$ cat src/rtl/usart_tx.sv
// usart_tx: 16x-oversampled async transmitter, 8 data bits LSB first, 1 stop bit, one-byte holding register.
// Define USART_TX_PARITY_EN to add an even parity bit (8E1); the default build is 8N1.

module usart_tx (
    input  logic       bit_clock_x16,
    input  logic       reset,
    input  logic [7:0] data_in,
    input  logic       load,
    output logic       ready,
    output logic       busy,
    output logic       tx_pin
);

    typedef enum logic [2:0] {
        IDLE   = 3'd0,
        START  = 3'd1,
        DATA   = 3'd2,
`ifdef USART_TX_PARITY_EN
        PARITY = 3'd3,
`endif
        STOP   = 3'd4
    } state_t;

    state_t     state_q, state_d;
    logic [3:0] tick_q, tick_d;
    logic [2:0] bit_idx_q, bit_idx_d;
    logic [7:0] shift_q, shift_d;
    logic [7:0] hold_q, hold_d;
    logic       holding_full_q, holding_full_d;
    logic       tx_q, tx_d;
`ifdef USART_TX_PARITY_EN
    logic       parity_q, parity_d;
`endif
    logic       bit_end;
    logic       transfer;

    always_comb begin
        state_d        = state_q;
        bit_idx_d      = bit_idx_q;
        shift_d        = shift_q;
        hold_d         = hold_q;
        holding_full_d = holding_full_q;
        tx_d           = tx_q;
`ifdef USART_TX_PARITY_EN
        parity_d       = parity_q;
`endif
        transfer       = 1'b0;
        bit_end        = (tick_q == 4'd15);
        tick_d         = (state_q == IDLE) ? 4'd0 : tick_q + 4'd1;

        // Accept only into an empty holding register; transfer only from a full one.
        if (load && !holding_full_q) begin
            hold_d         = data_in;
            holding_full_d = 1'b1;
        end

        case (state_q)
            IDLE: begin
                tx_d = 1'b1;
                if (holding_full_q) transfer = 1'b1;
            end
            START: begin
                if (bit_end) begin
                    state_d   = DATA;
                    bit_idx_d = 3'd0;
                    tx_d      = shift_q[0];
                end
            end
            DATA: begin
                if (bit_end) begin
                    shift_d = {1'b0, shift_q[7:1]};
                    if (bit_idx_q == 3'd7) begin
`ifdef USART_TX_PARITY_EN
                        state_d = PARITY;
                        tx_d    = parity_q;
`else
                        state_d = STOP;
                        tx_d    = 1'b1;
`endif
                    end else begin
                        bit_idx_d = bit_idx_q + 3'd1;
                        tx_d      = shift_q[1];
                    end
                end
            end
`ifdef USART_TX_PARITY_EN
            PARITY: begin
                if (bit_end) begin
                    state_d = STOP;
                    tx_d    = 1'b1;
                end
            end
`endif
            STOP: begin
                if (bit_end) begin
                    if (holding_full_q) begin
                        transfer = 1'b1;
                    end else begin
                        state_d = IDLE;
                        tx_d    = 1'b1;
                    end
                end
            end
            default: begin
                state_d = IDLE;
                tx_d    = 1'b1;
            end
        endcase

        if (transfer) begin
            shift_d        = hold_q;
            holding_full_d = 1'b0;
            state_d        = START;
            tick_d         = 4'd0;
            tx_d           = 1'b0;
`ifdef USART_TX_PARITY_EN
            parity_d       = ^hold_q;
`endif
        end
    end

    always_ff @(posedge bit_clock_x16) begin
        if (reset) begin
            state_q        <= IDLE;
            tick_q         <= 4'd0;
            bit_idx_q      <= 3'd0;
            shift_q        <= 8'd0;
            hold_q         <= 8'd0;
            holding_full_q <= 1'b0;
            tx_q           <= 1'b1;
`ifdef USART_TX_PARITY_EN
            parity_q       <= 1'b0;
`endif
        end else begin
            state_q        <= state_d;
            tick_q         <= tick_d;
            bit_idx_q      <= bit_idx_d;
            shift_q        <= shift_d;
            hold_q         <= hold_d;
            holding_full_q <= holding_full_d;
            tx_q           <= tx_d;
`ifdef USART_TX_PARITY_EN
            parity_q       <= parity_d;
`endif
        end
    end

    assign ready  = !holding_full_q;
    assign busy   = (state_q != IDLE) || holding_full_q;
    assign tx_pin = tx_q;

endmodule

$ cat config.mk
export PLATFORM = sky130hd
export DESIGN_NAME = usart_tx
export DESIGN_NICKNAME = d
export VERILOG_FILES = /design/src/rtl/usart_tx.sv
export SDC_FILE = /design/constraint.sdc
export NUM_CORES = 1
export LEC_CHECK = 0
export CAP_MARGIN = 30
export CELL_PAD_IN_SITES_DETAIL_PLACEMENT = 0
export CELL_PAD_IN_SITES_GLOBAL_PLACEMENT = 2
export CORE_ASPECT_RATIO = 1.1
export CORE_MARGIN = 1.5
export CORE_UTILIZATION = 35
export CTS_BUF_LIST = sky130_fd_sc_hd__clkbuf_4
export CTS_CLUSTER_DIAMETER = 40
export DETAILED_ROUTE_END_ITERATION = 10
export PLACE_DENSITY_LB_ADDON = 0.1
export SYNTH_ARGS = -nofsm -noshare
export SYNTH_HDL_FRONTEND = slang
export SYNTH_SLANG_ARGS = --single-unit
$ cat constraint.sdc
create_clock -name bit_clock_x16 -period 2.23 [get_ports bit_clock_x16]
set_clock_uncertainty 0.15 [all_clocks]
set_input_delay 0.3345 -clock bit_clock_x16 [delete_from_list [all_inputs] [get_ports bit_clock_x16]]
set_output_delay 0.3345 -clock bit_clock_x16 [all_outputs]
set_load 0.05 [all_outputs]
; Word level (Yosys, flattened, before mapping)
; Cells that the tools add are included.
[word_totals]
ff_bits = 28
latchBits = 0
ram_bits = 0
mem_bits_ro = 0
input_bits = 11
out_inout_bits = 3
elab_cells = 67
n_memories = 0
[classes]
add_sub_neg = 2
n_mul = 0
n_div = 0
order_cmp = 0
n_eq_ne = 17
shift = 0
muxes = 24
bitwise_logic = 1
reduce_logical = 15
[op_table]
columns = cell, count
row1 = $mux W3, 8
row2 = $mux W8, 3
row3 = $ne A3 B3 Y1 const B, 5
row4 = $ne A2 B2 Y1 const B, 7
row5 = $pmux W3 S4, 1
row6 = $reduce_and A6 Y1, 2
row7 = $mux W1, 9
row8 = $reduce_and A4 Y1, 2
row9 = $eq A3 B3 Y1 const B, 2
row10 = $pmux W3 S2, 1
row11 = $reduce_bool A2 Y1, 3
row12 = $add A4 B1 Y4 const B, 1
row13 = $eq A4 B4 Y1 const B, 1
row14 = $add A3 B1 Y3 const B, 1
row15 = $eq A3 B1 Y1 const B, 1
row16 = $eq A3 B2 Y1 const B, 1
row17 = $logic_not A3 Y1, 1
row18 = $pmux W1 S3, 1
row19 = $reduce_bool A3 Y1, 1
row20 = $reduce_or A3 Y1, 1
row21 = $pmux W1 S2, 1
row22 = $reduce_and A2 Y1, 1
row23 = $reduce_or A2 Y1, 1
row24 = $logic_and A1 B1 Y1, 1
row25 = 3 further kinds, 3

; Depth between registers and ports, before layout
; Gate-level depths: netlist of run 1.
[logic_depth]
depth_word = 5
ltp_mapped = 6
ltp_nobuf = 6

; Worst setup path after synthesis of run 1
; OpenSTA, ideal clock, no wires.
[synth_path]
kind = register to register
from = reg tick_q[0]
to = reg shift_q[5]
setup_time_ns = 0.079
arrival_time_ns = 1.515
required_time_ns = 2.001
path_slack_ns = 0.485
path_stages_with_launch = 7
period_less_slack_ns = 1.745
path_cell_list = dfxtp_1 -> ha_1 -> nand3_2 -> a2111oi_4 -> buf_6 -> a21oi_2 -> a211oi_2
[synth_via]
elab_chain_len = 5
elab_cells_between_ends = 7
cone_classes = eq/ne: 1 / mux: 3 / reduce/logical: 3
[synth_lines]
columns = element, line
row1 = "start, declared", 25  ; logic [3:0] tick_q, tick_d;
row2 = "start signal, assigned", 136  ; tick_q <= tick_d;
row3 = $eq A4 B4 Y1 (*), 48  ; bit_end = (tick_q == 4'd15);
row4 = $mux W1, 95  ; if (bit_end) begin
row5 = $pmux W1 S2, 57  ; case (state_q)
row6 = $reduce_bool A2 Y1 (no source line), n/a
row7 = $reduce_and A2 Y1 (no source line), n/a
row8 = "end signal, assigned", 138  ; shift_q <= shift_d;
row9 = "end, declared", 27  ; logic [7:0] shift_q, shift_d;
; Every way passes the cells marked *; elsewhere a longest branch is shown, timed or not.
; A chain may end at the register's enable or synchronous reset.

; Worst setup path in the final report of run 1
[layout_path]
from = reg state_q[1]
to = out busy
[layout_via]
elab_chain_len = 2
[layout_lines]
columns = element, line
row1 = "start, declared", 24  ; state_t state_q, state_d;
row2 = "start signal, assigned", 135  ; state_q <= state_d;
row3 = $reduce_bool A3 Y1, 149  ; assign busy = (state_q != IDLE) || holding_full_q;
row4 = $logic_or A1 B1 Y1, 149
row5 = "end, declared", 10  ; output logic busy,
; No other way between the ends.

==> metrics.md, run 1 <==
| Metric | Value |
|---|---|
| Outcome | complete, no violations |
| Via count | 1007 |
| Largest net degree at the start of global routing | 16 |
| Post-CTS setup repair buffer count | 0 |
| Vias in the first global route | 888 |
| Initial Utilization | 37.7% |
| Root buffer cell | clkbuf_4 |
| Post-CTS Resized | 0 |
| Flops & latches, synth | 28 |
| Total gr overflow | 0 |
| Layout cells sized above 1 | 12.3% |
| HP Class | reg -> reg |
| Final ANT Viol Nets | 0 |
| Syn Inst Count | 141 |
| Worst r2r path cells | 6 |
| Cells after DPL | 198 |
| Initial antenna violation count | 0 |
| CORE AREA | 0.00341 mm² |
| Hold_sp | tick_q[0] |
| Synth top area share | 43.6% |
| Total I/O pin count | 14 |
| Leakage power | 0.550 nW |
| Worst r2r dst | shift_q[1] |
| Port-buffer cells | 13 |
| CP Capture Type | output port |
| DR pass1 iterations | 4 |
| Syn nets | 155 |
| Hold path cells | 1 |
| Power Total | 920 µW |
| Worst Path Arrival | 1.52 ns |
| Power Density | 616 mW/mm² |
| Worst path slowest cell | or4_1 |
| Syn-to-layout area delta | 16.1% |
| Post-cts hold buffer count | 0 |
| Reg2reg setup slack | 0.24 ns |
| Post-synth EDFFs | 0 |
| Endpoint, Worst Hold | tick_q[0] |
| Ys Warns | 0 |
| Worst slew margin | 66.4% |
| Max cap viols | 0 |
| Starting DRT DRC Count | 19 |
| Total track usage | 13.9% |
| Worst-Skew Late Latency | 0.33 ns |
| Most common cell in the netlist | dfxtp_1 |
| Final setup fails | 0 |
| Worst path buffer plus inverter count | 1 |
| Placement Cell Area | 0.00146 mm² |
| Layout Cells excl Fill | 202 |
| Sink Count | 28 |
| Required time of the worst setup path | 1.75 ns |
| Die height | 66.6 µm |
| CP max FO | 12 |
| Via density | 4.99 |
| Worst-margin pin slew | 0.503 ns |
| Top_reg_cell synth | dfxtp_1 |
| Critical path's top delay family | simple AND/OR/NAND/NOR gates |
| Layout Nets | 169 |
| Clock Tree Buf Depth | 2 |
| First-pass GRT wire length | 4230 µm |
| Clock-pin slew on the worst setup and hold paths | 0.15 ns |
| DRC Markers | 0 |
| RSZ-0062 raised after global routing | no |
| Max IR drop VDD | 0.326 mV |
| Worst R2R Start | tick_q[0] |
| Critical path class | reg -> out |
| Slew Viols, Final | 0 |
| Number of H-tree levels | 1 |
| Post-synth design cell area | 0.00129 mm² |
| Worst-path cell chain | or4_1 -> buf_4 |
| Width of the die | 60.8 µm |
| Tmin final | 2.01 ns |
| Hpwl dp | 1770 µm |
| Die ar. | 0.00405 mm² |
| Antenna Cells | 0 |
| Row count | 22 |
| Total CTS buffers | 3 |
| CTS tree | built |
| Critical Path Source Type | register |
| Max stage delay on crit path | 0.55 ns |
| Fmax | 498 MHz |
| Drt wl/cell | 12.3 µm |
| Final hold violations | 0 |
| Asr flop ratio synth | 0% |
| Placer Congestion | 0.802 |
| Commonest cells post-synth | dfxtp_1, nor2_1, mux2i_1 |
| Setup TNS | 0 ns |
| Main area contributors after synthesis | dfxtp_1, mux2i_1, nor2_1, a211oi_2, ha_1 |
| Final wirelength | 2490 µm |
| Syn avg cell area | 9.12 µm² |
| Most area-hungry cell type in the Yosys netlist | dfxtp_1 |
| Register area share after synthesis | 43.6% |
| Final Cell Area | 0.00149 mm² |
| Fill count | 364 |
| Yosys cell types | 38 |
| Tcrit/Tclk final | 90.1% |
metrics by stage:
step	setup WS [ns]	hold slack (ns)	utilization, %
floorplan	0.485	0.268	-
global placement	0.347	0.282	42.9
detailed placement	0.283	0.292	42.9
CTS	0.00382	0.315	43.7
global route	0.0258	0.326	43.7
finish	0.221	0.308	43.7
where the power goes:
group / internal [mW] / switching (mW) / total [mW]
registers: 0.527 / 0.0227 / 0.550
clock network: 0.0656 / 0.145 / 0.211
logic: 0.0743 / 0.0847 / 0.159
total: 0.667 / 0.253 / 0.920
cell families (layout without fill, tap and decap cells):
kind of cell	after synthesis	count (layout)	synth area share [%]
AO/OA/AOI/OAI	32	32	20.3
XOR/XNOR	3	3	2.04
buffers and inverters	15	28	5.45
AND/OR/NAND/NOR	51	51	18.7
multiplexers	9	9	7.00
adder cells (fa/ha/maj)	3	3	2.92
flip-flops	28	28	43.6
metal layers:
metal / global-route usage [%] / part of all wire (%) / vias to the layer above
met2: 18.7 / 42 / 16
met1: 20.9 / 53 / 458
met3: 4.08 / 3.8 / 2
li1: - / - / 531
met5: 0 / 0 / -
met4: 4.08 / 0.88 / 0
worst max path at each step:
stage / to / slack, ns / startpoint / cells past startpoint
floorplan: shift_q[5] / 0.49 / tick_q[0] / 6
global placement: shift_q[1] / 0.35 / tick_q[0] / 6
detailed placement: shift_q[1] / 0.28 / tick_q[0] / 6
CTS: ready / 0.004 / holding_full_q / 2
global route: shift_q[1] / 0.03 / tick_q[0] / 6
finish: busy / 0.22 / state_q[1] / 2
cell usage in the layout (no fill, tap or decap), types with 2 or more instances in the layout:
cell             count
a211oi_1             2
a211oi_2             3
a21o_1               2
a21oi_1              5
a21oi_2              3
a22oi_1              4
buf_4                6
clkbuf_4             3
clkdlybuf4s50_1     11
dfxtp_1             28
ha_1                 3
inv_1                6
mux2i_1              9
nand2_1              8
nand2b_1             2
nand3_1              6
nor2_1              24
nor3_1               2
nor4_1               2
o211ai_1             2
o21ai_0              4
o22a_1               2
xor2_1               2
registers in the layout, summed over array words and instances (netlist names):
signal,cells
tx_pin,1
holding_full_q,1
shift_q,8
hold_q,8
tick_q,4
bit_idx_q,3
state_q,3
area by class of cell:
type,instances,area (µm²),share of cell area (%)
inverter,6,22.5,1.51
clock buffer,3,22.5,1.51
sequential,28,561,37.6
multi-input combinational,98,656,43.9
timing repair buffer,18,168,11.2
tap,48,60.1,4.02
clock inverter,1,3.75,0.251
(Power assumes the default switching activity.)
==> run 2: changes to the inputs <==
CTS_CLUSTER_SIZE = 20   (was not set)
==> results of run 2 <==
Final layout, timing and power as in run 1 (identical DEF).
